### config.mk
export PLATFORM = sky130hd
export DESIGN_NAME = dmem_bridge
export DESIGN_NICKNAME = d
export VERILOG_FILES = /design/src/rtl/dmem_bridge.sv
export SDC_FILE = /design/constraint.sdc
export NUM_CORES = 1
export LEC_CHECK = 0
export BUFFER_PORTS_ARGS = -buffer_cell sky130_fd_sc_hd__buf_2
export CAP_MARGIN = 20
export CORE_ASPECT_RATIO = 1.5
export CORE_MARGIN = 1.5
export CORE_UTILIZATION = 45
export CTS_CLUSTER_DIAMETER = 150
export DETAILED_ROUTE_END_ITERATION = 16
export PLACE_DENSITY = 0.82
export SLEW_MARGIN = 20
export SYNTH_ARGS = -nofsm -noshare
export SYNTH_HDL_FRONTEND = slang
export SYNTH_SLANG_ARGS = --single-unit
### constraint.sdc
create_clock -name clk -period 2.1 [get_ports clk]
set_input_delay 0.315 -clock clk [delete_from_list [all_inputs] [get_ports clk]]
set_output_delay 0.315 -clock clk [all_outputs]
set_load 0.02 [all_outputs]
### src/rtl/dmem_bridge.sv
// M-stage data-memory bridge: turns core load/store requests into variable-latency bus transactions.
// Optional posted-write buffer enabled by defining DMEM_WBUF_EN.
module dmem_bridge #(
  parameter int              XLEN     = 32,
  parameter int              TIMEOUT  = 16,
  parameter logic [XLEN-1:0] ERR_DATA = {XLEN{1'b0}}
) (
  input  logic            clk,
  input  logic            reset,
  input  logic            mem_read_i,
  input  logic            mem_write_i,
  input  logic [XLEN-1:0] addr_i,
  input  logic [XLEN-1:0] wdata_i,
  input  logic [3:0]      be_i,
  output logic [XLEN-1:0] rdata_o,
  output logic            stall_o,
  output logic            err_o,
  output logic            bus_req_o,
  output logic            bus_we_o,
  output logic [XLEN-1:0] bus_addr_o,
  output logic [XLEN-1:0] bus_wdata_o,
  output logic [3:0]      bus_be_o,
  input  logic            bus_ack_i,
  input  logic [XLEN-1:0] bus_rdata_i,
  input  logic            bus_err_i
);

  localparam int CW = (TIMEOUT > 2) ? $clog2(TIMEOUT) : 1;

`ifdef DMEM_WBUF_EN
  typedef enum logic [1:0] {IDLE, REQ, RESP, WBUSY} state_t;
`else
  typedef enum logic [1:0] {IDLE, REQ, RESP} state_t;
`endif

  state_t          state_q, state_d;
  logic [CW-1:0]   cnt_q, cnt_d;
  logic [XLEN-1:0] addr_q, addr_d;
  logic [XLEN-1:0] wdata_q, wdata_d;
  logic [3:0]      be_q, be_d;
  logic            we_q, we_d;
  logic [XLEN-1:0] rdata_q, rdata_d;
  logic            err_q, err_d;
  logic            stall, req, access, timed_out;

  assign access    = mem_read_i | mem_write_i;
  assign timed_out = (cnt_q == CW'(TIMEOUT - 1));

  always_ff @(posedge clk or negedge reset) begin
    if (!reset) begin
      state_q <= IDLE;
      cnt_q   <= '0;
      addr_q  <= '0;
      wdata_q <= '0;
      be_q    <= '0;
      we_q    <= 1'b0;
      rdata_q <= '0;
      err_q   <= 1'b0;
    end else begin
      state_q <= state_d;
      cnt_q   <= cnt_d;
      addr_q  <= addr_d;
      wdata_q <= wdata_d;
      be_q    <= be_d;
      we_q    <= we_d;
      rdata_q <= rdata_d;
      err_q   <= err_d;
    end
  end

  always_comb begin
    state_d = state_q;
    cnt_d   = cnt_q;
    addr_d  = addr_q;
    wdata_d = wdata_q;
    be_d    = be_q;
    we_d    = we_q;
    rdata_d = rdata_q;
    err_d   = 1'b0;
    stall   = 1'b0;
    req     = 1'b0;
    case (state_q)
      IDLE: begin
        if (access) begin
          // Write wins when both strobes are set; reads always fetch the whole word.
          addr_d  = addr_i & ~XLEN'(3);
          wdata_d = wdata_i;
          be_d    = mem_write_i ? be_i : 4'hF;
          we_d    = mem_write_i;
          cnt_d   = '0;
          stall   = 1'b1;
          state_d = REQ;
`ifdef DMEM_WBUF_EN
          if (mem_write_i) begin
            stall   = 1'b0;
            state_d = WBUSY;
          end
`endif
        end
      end
      REQ: begin
        req   = 1'b1;
        stall = 1'b1;
        cnt_d = cnt_q + 1'b1;
        if (bus_ack_i) begin
          rdata_d = bus_err_i ? ERR_DATA : bus_rdata_i;
          err_d   = bus_err_i;
          state_d = RESP;
        end else if (timed_out) begin
          rdata_d = ERR_DATA;
          err_d   = 1'b1;
          state_d = RESP;
        end
      end
      RESP: begin
        state_d = IDLE;
      end
`ifdef DMEM_WBUF_EN
      WBUSY: begin
        // Posted write in flight: hold off any new access until it retires.
        req   = 1'b1;
        stall = access;
        cnt_d = cnt_q + 1'b1;
        if (bus_ack_i) begin
          err_d   = bus_err_i;
          state_d = IDLE;
        end else if (timed_out) begin
          err_d   = 1'b1;
          state_d = IDLE;
        end
      end
`endif
      default: begin
        state_d = IDLE;
      end
    endcase
  end

  // Stall is gated so the core sees no freeze while reset is held.
  assign stall_o     = stall & reset;
  assign bus_req_o   = req;
  assign err_o       = err_q;
  assign rdata_o     = rdata_q;
  assign bus_we_o    = we_q;
  assign bus_addr_o  = addr_q;
  assign bus_wdata_o = wdata_q;
  assign bus_be_o    = be_q;

endmodule

Word-level counts from Yosys, hierarchy flattened:

Cells that the tools add are included.

* $add $sub $neg: 1
* equality and inequality tests: 4
* muxes and demuxes: 16
* bitwise gates (word level): 2
* reductions and logical operators: 7

Operators by type and width (number)
* 32-bit 2-to-1 mux: 3
* 4-bit 2-to-1 mux: 2
* 4-bit one-hot mux with 2 select lines: 1
* 2-bit AND reduction: 4
* 2-bit 2-to-1 mux: 3
* 1-bit 2-to-1 mux: 5
* 4-bit by 1-bit adder with 4-bit output, second input constant: 1
* 4-bit == test, second input constant: 1
* 2-bit one-hot mux with 2 select lines: 1
* 2-bit nonzero test: 2
* 3-bit inequality test, second input constant: 1
* 2-bit by 1-bit == test with 1-bit output, second input constant: 1
* 2-bit zero test: 1
* 2-bit inequality test, second input constant: 1
* 1-bit one-hot mux with 2 select lines: 1
* 1-bit bitwise AND: 1
* 1-bit OR: 1

* bits in registers: 106
* input port bits: 106
* output and inout bits: 104
* word-level logic and storage cells: 38

Depth between registers and ports, before layout:

Gate-level depths: netlist (run 1).

* depth in word-level cells: 4
* depth in mapped cells: 6
* depth with buffers taken out: 4

Worst setup path before layout (run 1):

OpenSTA, ideal clock, no wires.

* path type: flip-flop to flip-flop
* start point: reg state_q[0]
* end point: reg wdata_q[4], in the netlist bus_wdata_o[4]
* library setup time: 0.127 ns
* arrival: 1.362 ns
* required time: 1.973 ns
* setup slack: 0.610 ns
* cell stages (with the launch flop): 5
* path buffers: 2
* clock period less this slack: 1.490 ns
* path through: dfrtp_1 > nor3_2 > buf_4 > buf_4 > mux2_1

* longest elaborated chain between the ends: 2

Ends and longest elaborated chain
* start: declaration: RTL line 36 `state_t state_q, state_d;`
* start signal: assignment: RTL line 60 `state_q <= state_d;`
* 2-bit zero test: RTL line 82 `case (state_q)`
* 2-bit AND reduction (no line)
* end signal: assignment: RTL line 63 `wdata_q <= wdata_d;`
* end: declaration: RTL line 39 `logic [XLEN-1:0] wdata_q, wdata_d;`

Every way passes these cells.
A chain may end at the register's enable or synchronous reset.

Worst setup path after layout (run 1):

* start point: reg state_q[0]
* end point: out stall_o

* longest elaborated chain between the ends: 3
* elaborated cells between the ends (all ways): 4
* those cells by class: eq/ne: 1; mux: 1; bitwise: 1; reduce/logical: 1

Ends and longest elaborated chain
* 2-bit by 1-bit == test with 1-bit output / 2-bit zero test (equally long branches): RTL line 82
* 1-bit one-hot mux with 2 select lines (*): RTL line 82
* 1-bit bitwise AND (*): RTL line 140 `assign stall_o = stall & reset;`
* end: declaration: RTL line 16 `output logic stall_o,`

Mark *: on every way between the ends. The rest lies on a longest branch, timed or not.

==> reports/metrics.yaml, run 1 <==
stdcell_count: 568
wl_mm: 8.61
syn-cell-area_sq_mm: 0.00397
cts_tree: "done"
yosysTopAreaCell: "dfrtp_1"
drv_cap: 0
place_area_sq_mm: 0.00508
dp_slack_ns: 0.463
ant_nets: 0
synth.area.top_cells: "dfrtp_1 67%, mux2_2 17%, a22o_1 7.1%"
cp.arrival_ns: 1.57
final_area_sq_mm: 0.00540
worstHoldPathType: "in2async"
globalRouteOverflowTotal: 0
leakagePower_nw: 2.76
holdWs_ns: 0.0674
die_w_um: 79.7
synth-async-reset-ratio_pct: 100
drive_gt1_share_pct: 62.7
drtIter0Drc: 105
p_clk_share_pct: 19.3
power_frac_comb_pct: 42.7
ys_seq_area_share_pct: 66.8
placed_cells: 552
p_int_mw: 5.73
power.switching_mw: 3.41
core_area_sq_mm: 0.00846
cts.sinks: 106
grt_pass1_vias: 2865
grt_pass1_wl_mm: 13.5
outcome: "finished, final reports clean"
die_h_um: 118
end_kind: "output pin"
synth_cell_types: 26
routedWlPerCell_um: 15.2
ctsHoldBuffers: 0
clock.fmax_mhz: 532
cts_buffers: 9
ys_ff_latch: 106
seqCellArea_sq_mm: 0.00265
synth_top_area_share_pct: 66.8
startpoint_type: "flip-flop"
finalSetupViolCount: 0
min_period_ns: 1.88
post_cts_buffers: 0
skew_ns: 0.00717
worst_slack_ns: 0.219
syn_to_final_growth_pct: 36.0
worstRegToRegCells: 3
globalplace.congestion: 0.734
path_max_fanout: 5
start_util_pct: 46.9
multiInputGateArea_sq_mm: 0.00120
n_antenna_cell: 0
timing.rr.end: "bus_addr_o[27]"
r2r_slack_ns: 0.45
syn_area_per_cell_sq_um: 15.9
cp.required_ns: 1.78
row_count: 41
r2r_start: "state_q[0]"
tightest_slew_ns: 0.536
period_share_pct: 89.6
finalHoldViolCount: 0
rsz0062_at_grt: "false"
cts_max_level: 3
post-route-drc-count: 0
num_vias: 2827
fill_cells: 649
grt_max_degree: 107
netlist_instances: 250
clkTransAtPathRegs_ns: 0.07
cts-root-buf: "clkbuf_16"
final_nets: 563
ir_drop_mv: 0.939
p_per_area_mw_per_mm2: 1690
clock_latency_ns: 0.33
viasPerCell: 4.98
dr.pass1.iters: 4
critPathKind: "reg2out"
ios: 210
synth_top_flop_cell: "dfrtp_1"
finalSetupTns_ns: 0
grt_usage_pct: 18.6
ys_warn_count: 0
cts_max_path_buffers: 2
antenna_found_initial: 0
portBuffers: 205
netlist_top_cells_count: "106 x dfrtp_1, 60 x mux2_2, 32 x a22o_1, 8 x buf_2"
synth_edf_count: 0
p_seq_share_pct: 38.0
relSlewSlack_pct: 64.3
netSwitchingFraction_pct: 37.3
post_cts_resized: 0
post-route-util_pct: 63.8
dp_hpwl_mm: 6.28
synth_most_common_cell: "dfrtp_1"
slew_viol_final: 0
p_total_mw: 9.15
dieArea_sq_mm: 0.00941
## registers in the layout (all words and copies together), names as in the netlist
signal       count
bus_wdata_o     32
rdata_o         32
bus_addr_o      30
bus_be_o         4
cnt_q            4
state_q          2
bus_we_o         1
err_o            1
## cell usage in the layout, fill, tap and decap left out, types with 3 or more instances in the layout
| master | instances |
|---|---|
| buf_2 | 204 |
| nor2_1 | 3 |
| mux2_1 | 3 |
| clkbuf_16 | 9 |
| dfrtp_1 | 106 |
| o22a_1 | 4 |
| nand2_1 | 4 |
| buf_4 | 5 |
| a22o_1 | 32 |
| mux2_2 | 60 |
| inv_1 | 3 |
## layer usage
metal	global-route usage, %	routed length, um
met3	5.74	744
met4	7.89	170
met5	0	0
met1	21.5	3300
met2	31.3	4400
## cells by family (layout without fill, tap and decap cells)
| group | after synthesis | count (layout) | synth area share (%) |
|---|---|---|---|
| AO/OA/AOI/OAI | 43 | 43 | 9.23 |
| adder cells (fa/ha/maj) | 1 | 1 | 0.315 |
| buffers and inverters | 20 | 230 | 3.28 |
| flip-flops | 106 | 106 | 66.8 |
| multiplexers | 64 | 64 | 18.1 |
| other | 1 | 2 | 0.0945 |
| AND/OR/NAND/NOR | 15 | 15 | 2.14 |
## critical path, cell delays in order (launching register included)
cell and delay (ns):
dfrtp_1 0.45, o31ai_1 0.48, nor3b_1 0.12, buf_2 0.19
## cell type report
| type | instances | share of cell area, % |
|---|---|---|
| Clock buffer | 11 | 4.50 |
| Clock inverter | 5 | 1.44 |
| Timing Repair Buffer | 210 | 20.0 |
| Sequential cell | 106 | 49.1 |
| Multi-Input combinational cell | 125 | 22.2 |
| Inverter | 4 | 0.278 |
| Tap cell | 107 | 2.48 |
## power groups by stage
stage / Clock [mW] / Sequential (mW) / Combinational (mW)
2_1_floorplan: 0 / 4.62 / 1.48
3_3_place_gp: 0 / 3.46 / 3.84
3_5_place_dp: 0 / 3.51 / 3.96
4_1_cts: 1.82 / 3.48 / 3.96
5_1_grt: 1.89 / 3.59 / 4.16
6_report: 1.77 / 3.47 / 3.91
## worst max-delay path by stage
stage | start | to | slack (ns) | cells after the start
after floorplan | state_q[0] | bus_wdata_o[4] | 0.61 | 4
after CTS | state_q[0] | stall_o | 0.15 | 3
after global routing | state_q[0] | stall_o | 0.11 | 3
final | state_q[0] | stall_o | 0.22 | 3
after detailed placement | state_q[0] | bus_addr_o[20] | 0.46 | 3
after global placement | state_q[0] | bus_addr_o[25] | 0.52 | 3
(Power assumes the default switching activity.)
==> run 2, diff against run 1 <==
--- a/config.mk
+++ b/config.mk
@@ -13,7 +13,6 @@
 export CTS_CLUSTER_DIAMETER = 150
 export DETAILED_ROUTE_END_ITERATION = 16
 export PLACE_DENSITY = 0.82
-export SLEW_MARGIN = 20
 export SYNTH_ARGS = -nofsm -noshare
 export SYNTH_HDL_FRONTEND = slang
 export SYNTH_SLANG_ARGS = --single-unit
==> constraint.sdc (replaced) <==
create_clock -name clk -period 1.9 [get_ports clk]
set_input_delay 0.285 -clock clk [delete_from_list [all_inputs] [get_ports clk]]
set_output_delay 0.285 -clock clk [all_outputs]
set_load 0.02 [all_outputs]
==> run 2 against run 1 <==
  * Largest cell class unchanged
  * Core utilization up 0.50 points
  * Clock power up 9.6%
  * Power up 11%
  * Sequential share of layout area down 0.38 points
  * Non-clock buffer count unchanged
  * The run now ends with hold timing left
  * Setup slack worse by 0.032 ns
  * Routed wire length down 1.6%
==> reports/metrics.yaml, run 2 (synthesis gave the netlist of run 1 again) <==
outcome: "complete, but fails checks"
violations: "hold timing"
cts_buffers: 9  # unchanged
cp.required_ns: 1.62  # -0.16 ns
viasPerCell: 5.03  # +0.99%
slowest_delay_ns: 0.47  # about the same
ir_drop_mv: 0.885  # -5.8%
cts_max_level: 3  # unchanged
final_common_cell: "buf_2"
row_count: 41  # unchanged
final_cell_mix: "204 x buf_2, 106 x dfrtp_1, 60 x mux2_2"
holdWs_ns: -0.0144  # -0.0817 ns
period_share_pct: 90.2
cp.arrival_ns: 1.43  # -0.14 ns
dp_slack_ns: 0.357  # -0.106 ns
n_antenna_cell: 0  # unchanged
slowest_stage: "dfrtp_1"
wl_mm: 8.47  # -1.6%
clock.fmax_mhz: 584
cts_max_path_buffers: 2  # unchanged
portBuffers: 205  # unchanged
die_h_um: 118  # unchanged
drv_cap: 0  # unchanged
dr.pass1.iters: 4  # unchanged
ant_nets: 0  # unchanged
cts_tree: "done"
dieArea_sq_mm: 0.00941  # unchanged
p_per_area_mw_per_mm2: 1870  # +11%
core_area_sq_mm: 0.00846  # unchanged
grt_pass1_vias: 2799  # -2.3%
start_util_pct: 46.9  # unchanged
routedWlPerCell_um: 14.9  # -1.6%
antenna_found_initial: 0  # unchanged
min_period_ns: 1.71
drive_gt1_share_pct: 62.9  # +0.22 points
die_w_um: 79.7  # unchanged
worst_slack_ns: 0.187  # -0.0316 ns
cp_cell_sequence: "o31ai_2, nor3b_1, buf_2"
finalSetupViolCount: 0  # unchanged
cts-root-buf: "clkbuf_16"
finalSetupTns_ns: 0  # unchanged
clkTransAtPathRegs_ns: 0.06  # about the same
stdcell_count: 568  # unchanged
end_kind: "output pin"
skew_ns: 0.00686  # -0.000311 ns
grt_pass1_wl_mm: 13.2  # -2.2%
globalRouteOverflowTotal: 0  # unchanged
worstHoldPathType: "in2async"
startpoint_type: "flip-flop"
crit_start: "state_q[0]"
grt_usage_pct: 18.3  # -0.33 points
num_vias: 2855  # +0.99%
ios: 210  # unchanged
r2r_start: "state_q[0]"
finalHoldViolCount: 6  # +6
leakagePower_nw: 2.78  # +0.56%
placed_cells: 552  # unchanged
critPathKind: "reg2out"
drtIter0Drc: 114  # +8.6%
path_max_fanout: 5  # unchanged
syn_to_final_growth_pct: 37.0
final_nets: 563  # unchanged
tightest_slew_ns: 0.565  # +0.0288 ns
dp_hpwl_mm: 6.31  # +0.37%
grt_max_degree: 107  # unchanged
cts.sinks: 106  # unchanged
clock_latency_ns: 0.33  # about the same
post-route-drc-count: 0  # unchanged
globalplace.congestion: 0.769  # +4.9%
rsz0062_at_grt: "false"
relSlewSlack_pct: 62.4  # -1.9 points
slew_viol_final: 0  # unchanged
post_cts_buffers: 0  # unchanged
run 2: cell count changes in the layout (fill, tap and decap cells not counted):
cell     previous run  this run
o31ai_1             2         1
o31ai_2             0         1
buf_12              1         4
buf_4               5         2
run 2: layout make-up:
| cell class | instances | area (sq um) |
|---|---|---|
| fill | 646 | 3020 |
| sequential | 106 | 2650 |
| multi-input combinational | 125 | 1200 |
| timing repair buffer | 210 | 1120 |
| clock buffer | 11 | 243 |
| tap | 107 | 134 |
| clock inverter | 5 | 77.6 |
| inverter | 4 | 15.0 |
run 2: what timing repair did:
action,CTS,global route
endpoints found under the hold margin,0,0
endpoints found under the setup margin,0,1
gates resized for setup,0,1
hold buffers,0,0
run 2: routing by layer:
layer | part of all wire, % | vias up | track usage [%]
li1 | - | 1318 | -
met1 | 39 | 1391 | 21.8
met2 | 52 | 132 | 30.6
met3 | 7.2 | 14 | 4.57
met4 | 1.7 | 0 | 8.22
met5 | 0 | - | 0
run 2: through the flow:
stage                     hold WS [ns]  total power, mW  utilization [%]  instance area [sq um]
final                          -0.0144             10.2             64.3                   5440
after global routing            0.0659             10.7             64.3                   5440
after CTS                       0.0496             10.3             64.2                   5440
after detailed placement         0.413             8.35             60.4                   5110
after global placement           0.400             8.15             60.4                   5110
after floorplan                -0.0106             6.75                -                   3970
run 2: worst paths after layout:
path / slack [ns] / end / depth (start not counted)
max in group asynchronous: 1.45 / bus_wdata_o[1] / 2
max: 0.19 / stall_o / 3
min in group clk: 0.16 / bus_be_o[3] / 2
min: -0.01 / state_q[1] / 2
min reg2reg: 0.48 / bus_wdata_o[5] / 1
max reg2reg: 0.33 / bus_wdata_o[1] / 3
run 2: power by group:
part	switching, mW	internal (mW)
Combinational	2.48	1.91
Clock	0.758	1.19
Sequential	0.544	3.31
Total	3.78	6.40
run 2: worst max-delay path: cells and delay by family, from the launching register on:
family | cells | cell delay, ns
flops | 1 | 0.47
simple gates | 1 | 0.10
buf+inv | 1 | 0.17
compound gates | 1 | 0.35
